<file path="src/rtl/weight_ldr_arbiter.sv">
// Round-robin arbiter that serves one weight-memory burst at a time to a set of cache clients.
// Each burst is granted, streamed through a shared data bus with per-client strobes, then closed.
module weight_ldr_arbiter #(
  parameter int unsigned NUM_REQ = 2,
  parameter int unsigned ADDR_W  = 19,
  parameter int unsigned CNT_W   = 11,
  parameter int unsigned DATA_W  = 128
) (
  input  logic                      clk,
  input  logic                      rst,
  input  logic [NUM_REQ-1:0]        ldr_req,
  input  logic [NUM_REQ*ADDR_W-1:0] ldr_base_addr,
  input  logic [NUM_REQ*CNT_W-1:0]  ldr_count,
  output logic [NUM_REQ-1:0]        ldr_grant,
  output logic [NUM_REQ-1:0]        ldr_valid,
  output logic [DATA_W-1:0]         ldr_data,
  output logic [NUM_REQ-1:0]        ldr_done_sig,
  output logic                      mem_rd_en,
  output logic [ADDR_W-1:0]         mem_rd_addr,
  input  logic [DATA_W-1:0]         mem_rd_data
);

  localparam int unsigned IdxW = (NUM_REQ > 1) ? $clog2(NUM_REQ) : 1;

  typedef enum logic [2:0] {
    StIdle,
    StGrant,
    StRead,
    StDrain,
    StDone
  } state_e;

  state_e              state_q, state_d;
  logic [IdxW-1:0]     sel_q, sel_d;
  logic [IdxW-1:0]     rr_ptr_q, rr_ptr_d;
  logic [ADDR_W-1:0]   addr_q, addr_d;
  logic [CNT_W-1:0]    cnt_q, cnt_d;
  logic [NUM_REQ-1:0]  valid_q, valid_d;
  logic [IdxW-1:0]     pick;
  logic                found;
  logic [NUM_REQ-1:0]  sel_oh;
  logic                rd_en;

  // Two passes: clients at or above the pointer first, then wrap to the low indices.
  always_comb begin
    pick  = rr_ptr_q;
    found = 1'b0;
    for (int i = 0; i < int'(NUM_REQ); i++) begin
      if (!found && ldr_req[i] && (i >= int'(32'(rr_ptr_q)))) begin
        found = 1'b1;
        pick  = IdxW'(i);
      end
    end
    for (int i = 0; i < int'(NUM_REQ); i++) begin
      if (!found && ldr_req[i]) begin
        found = 1'b1;
        pick  = IdxW'(i);
      end
    end
  end

  always_comb begin
    sel_oh        = '0;
    sel_oh[sel_q] = 1'b1;
  end

  assign rd_en = (state_q == StRead);

  always_comb begin
    state_d  = state_q;
    sel_d    = sel_q;
    rr_ptr_d = rr_ptr_q;
    addr_d   = addr_q;
    cnt_d    = cnt_q;
    unique case (state_q)
      StIdle: begin
        if (found) begin
          sel_d    = pick;
          addr_d   = ldr_base_addr[pick*ADDR_W +: ADDR_W];
          cnt_d    = ldr_count[pick*CNT_W +: CNT_W];
          rr_ptr_d = (pick == IdxW'(NUM_REQ - 1)) ? '0 : pick + IdxW'(1);
          state_d  = StGrant;
        end
      end
      StGrant: state_d = (cnt_q == '0) ? StDone : StRead;
      StRead: begin
        addr_d = addr_q + ADDR_W'(1);
        cnt_d  = cnt_q - CNT_W'(1);
        if (cnt_q == CNT_W'(1)) state_d = StDrain;
      end
      StDrain: state_d = StDone;
      StDone:  state_d = StIdle;
      default: state_d = StIdle;
    endcase
  end

  assign valid_d = rd_en ? sel_oh : '0;

  always_ff @(posedge clk) begin
    if (rst) begin
      state_q  <= StIdle;
      sel_q    <= '0;
      rr_ptr_q <= '0;
      addr_q   <= '0;
      cnt_q    <= '0;
      valid_q  <= '0;
    end else begin
      state_q  <= state_d;
      sel_q    <= sel_d;
      rr_ptr_q <= rr_ptr_d;
      addr_q   <= addr_d;
      cnt_q    <= cnt_d;
      valid_q  <= valid_d;
    end
  end

  // Outputs are forced low during the reset cycle itself, not only after the edge.
  assign ldr_grant    = (!rst && state_q == StGrant) ? sel_oh : '0;
  assign ldr_done_sig = (!rst && state_q == StDone) ? sel_oh : '0;
  assign ldr_valid    = rst ? '0 : valid_q;
  assign mem_rd_en    = !rst && rd_en;
  assign mem_rd_addr  = (!rst && rd_en) ? addr_q : '0;
  assign ldr_data     = mem_rd_data;

endmodule

</file>
<file path="config.mk">
export PLATFORM = sky130hd
export DESIGN_NAME = weight_ldr_arbiter
export DESIGN_NICKNAME = d
export VERILOG_FILES = /design/src/rtl/weight_ldr_arbiter.sv
export SDC_FILE = /design/constraint.sdc
export NUM_CORES = 1
export LEC_CHECK = 0
export BUFFER_PORTS_ARGS = -buffer_cell sky130_fd_sc_hd__buf_2
export CAP_MARGIN = 40
export CORE_AREA = 2 2 134 136
export CTS_BUF_LIST = sky130_fd_sc_hd__clkbuf_16
export CTS_CLUSTER_SIZE = 16
export DETAILED_ROUTE_END_ITERATION = 6
export DIE_AREA = 0 0 136 138
export GPL_ROUTABILITY_DRIVEN = 0
export PLACE_DENSITY_LB_ADDON = 0.08
export SYNTH_ARGS = -nofsm -noshare
export SYNTH_HDL_FRONTEND = slang
export SYNTH_SLANG_ARGS = --single-unit
export TNS_END_PERCENT = 10
</file>
<file path="constraint.sdc">
create_clock -name clk -period 1.8 [get_ports clk]
set_clock_uncertainty 0.1 [all_clocks]
set_input_delay 0.18 -clock clk [delete_from_list [all_inputs] [get_ports clk]]
set_output_delay 0.18 -clock clk [all_outputs]
set_load 0.005 [all_outputs]
</file>
==> qor.txt <==
Status: finished, violations left
Failing checks: negative setup slack
Synth Flop Type: dfxtp_1
Post-Syn Area: 3510 um^2
Vias: 3112
Hold EP: cnt_q[5]
Grt ovf: 0
CP required: 1.52 ns
Largest net degree at the start of global routing: 23
Slew @ Worst Pin: 0.453 ns
Die width: 136 um
Critical R2R Launch: state_q[0]
Fillers: 2008
Clock network power share: 18.7%
Most common library cell in the layout ignoring fill and taps: buf_2
Initial core utilization: 20.0%
Routed wl met3: 660 um
Final Cycle Share: 101%
Design area: 4050 um^2
Met2 routed WL: 5960 um
Area grow syn2layout: 15.4%
Sequence of cells on the critical path: buf_6, nor3b_4, buf_6, buf_8, and3_1, buf_2
Avg Cell Area, Syn: 7.64 um^2
Unique masters post-synth: 55
Flops & latches, synth: 37
Number of flops mapped to enable cells by yosys: 0
P per Cell Area: 1130 nW/um^2
# clock sinks: 37
Leak: 1.84 nW
Most used cell, CP: buf_6
Pre-Repair DR Iteration Count: 4
Die height: 138 um
Arr. time, crit path: 1.54 ns
Metal-1 WL: 4760 um
Hold path start: ldr_count[16]
Hold Path Depth: 3
Root Driver: clkbuf_16
Max Used Layer: met4
Die Footprint: 18800 um^2
Leading cell types in the layout, fill and taps excluded: buf_2, buf_4, nand2_1
Row count: 49
Highest ir drop seen on vdd: 378 uV
Clock slew at reported path FFs: 0.06 ns
Post-synthesis sequential area ratio: 21.1%
Port-buffer cells: 89
Internal Power: 0.00276 W
Maxcap violations: 0
Share of the synthesized area in the top cell type: 27.6%
Initial antenna violation count: 0
Max_slew headroom: 69.7%
Fin worst setup slack: -0.0156 ns
Share of layout cells above drive strength 1: 43.0%
Logic pwr share: 54.3%
First-pass GRT wire length: 17800 um
CP top delay family: buffers and inverters
H-tree Lvls: 2
Detail Placement HPWL: 8940 um
Top cell type by total area after synthesis: buf_4
FFs w/ async S/R, synth: 0%
Net switching power: 0.00184 W
Clock latency on the worst-skew pair: 0.28 ns
Switch share: 40.0%
Synth warn: 0
Flop pwr share: 27.0%
Num CTS Buffers: 5
Bufs and invs on worst path: 4
Initial DRC count: 116
Crit. End Element: primary output
Clock buffer depth: 2
Via density: 4.45
Layout Nets: 664
CP max-delay cell: dfxtp_2
WL/cell: 16.7 um
Max-slew violations: 0
IO Count: 346
Vias in the first global route: 3255
Largest cells by area after synthesis: buf_4, dfxtp_1, and3_1, nand2_1, mux2_2
Final wirelength: 11700 um
Crit path max fanout: 11
Core area: 17500 um^2
Startpoint Class: flip-flop
CTS tree: yes
Diode count: 0
Final Hold Viols: 0
HP Class: in2reg
Worst Hold Slack: 0.135 ns
Fmax achieved: 0.551 GHz
Remaining routing DRC violations: 0
Max incr delay on CP: 0.34 ns
Area after DPL: 3680 um^2
Syn Inst Count: 460
FF-to-FF path depth: 4
FF-to-FF End: addr_q[15]
Setup violators final: 6
Critical path class: reg2out
Mapped Nets: 655
Flop-to-flop setup slack: 0.03 ns
Tot GR Track Use: 12.3%
Post-place setup slack: -0.0378 ns
Detail Route Antenna Nets: 0
Minimum clock period: 1.82 ns
RSZ-0062 raised after global routing: yes
-- Yosys cell counts (4+ instances only) --
cell and n:
buf_4 129, o21ai_0 10, inv_1 6, nor2_1 29, dfxtp_1 37, and3_1 27
a31oi_1 9, buf_2 14, nor3_1 15, a211oi_1 8, mux2_2 11, nand4_1 6
clkbuf_1 13, a22oi_1 4, nand2_1 36, mux2i_1 9, a21oi_1 24, nand3_1 10
nor2b_1 4
-- per-layer routing --
| metal | track usage [%] | up-vias |
|---|---|---|
| met5 | 0 | - |
| met4 | 4.66 | 0 |
| met3 | 2.82 | 49 |
| met2 | 22.0 | 98 |
| met1 | 14.0 | 1446 |
| li1 | - | 1519 |
-- how the worst max path moves through the flow --
stage                    start              to  slack [ns]  cells after the start
CTS                 state_q[2]  mem_rd_addr[2]       -0.03                      6
floorplan           state_q[0]      addr_q[15]        0.07                      5
detailed placement  state_q[0]      addr_q[18]       -0.04                      5
finish              state_q[2]  mem_rd_addr[3]       -0.02                      6
global placement    state_q[1]      addr_q[17]       -0.01                      7
global route        state_q[1]  mem_rd_addr[1]       -0.11                      6
-- stage by stage --
stage	setup TNS, ns	instances	utilization, %	total power, W
floorplan	0	460	-	0.00270
finish	-0.0493	699	23.1	0.00460
global placement	-0.0168	683	21.0	0.00356
detailed placement	-0.0378	683	21.0	0.00355
global route	-1.59	699	23.1	0.00495
CTS	-0.289	699	22.7	0.00462
-- sequential cells by signal, indices dropped and copies added (netlist names) --
signal / cells
cnt_q: 11
addr_q: 19
rr_ptr_q: 1
sel_q: 1
valid_q: 2
state_q: 3
-- final cells by class --
| type | count | area, um^2 | share of cell area [%] |
|---|---|---|---|
| flip-flops and latches | 37 | 747 | 18.4 |
| repair buffers | 158 | 1090 | 26.9 |
| well taps | 229 | 287 | 7.07 |
| inverters | 6 | 22.5 | 0.556 |
| multi-input cells | 261 | 1770 | 43.6 |
| clock inverters | 3 | 12.5 | 0.309 |
| clock buffers | 5 | 125 | 3.09 |
-- power groups by stage --
| stage | Combinational, W | Clock (W) | Sequential (W) |
|---|---|---|---|
| after detailed placement | 0.00229 | 0 | 0.00126 |
| after global placement | 0.00230 | 0 | 0.00126 |
| after floorplan | 0.00146 | 0 | 0.00124 |
| final | 0.00249 | 0.000861 | 0.00124 |
| after global routing | 0.00274 | 0.000930 | 0.00128 |
| after CTS | 0.00247 | 0.000911 | 0.00124 |
-- repair_timing --
action,in CTS,in global routing
hold buffers,0,0
setup endpoints to repair,26,39
pin swaps,4,3
gates resized for setup,23,19
gates cloned,1,0
buffers inserted,7,0
-- logic make-up after synthesis --
| logic type | Yosys count | share of synthesized area, % |
|---|---|---|
| buf+inv | 162 | 31.6 |
| simple gates | 145 | 21.7 |
| compound gates | 88 | 17.1 |
| flops | 37 | 21.1 |
| mux | 22 | 6.73 |
| xor+xnor | 3 | 0.748 |
| fa+ha+maj | 3 | 1.07 |
-- worst reg2reg max path, delay by kind of cell (launching register included) --
kind / cells / cell delay (ns)
AND/OR/NAND/NOR: 2 / 0.90
flip-flops: 1 / 0.37
buffers and inverters: 1 / 0.16
AO/OA/AOI/OAI: 1 / 0.16
No activity file was read; power rests on OpenSTA's default activity.
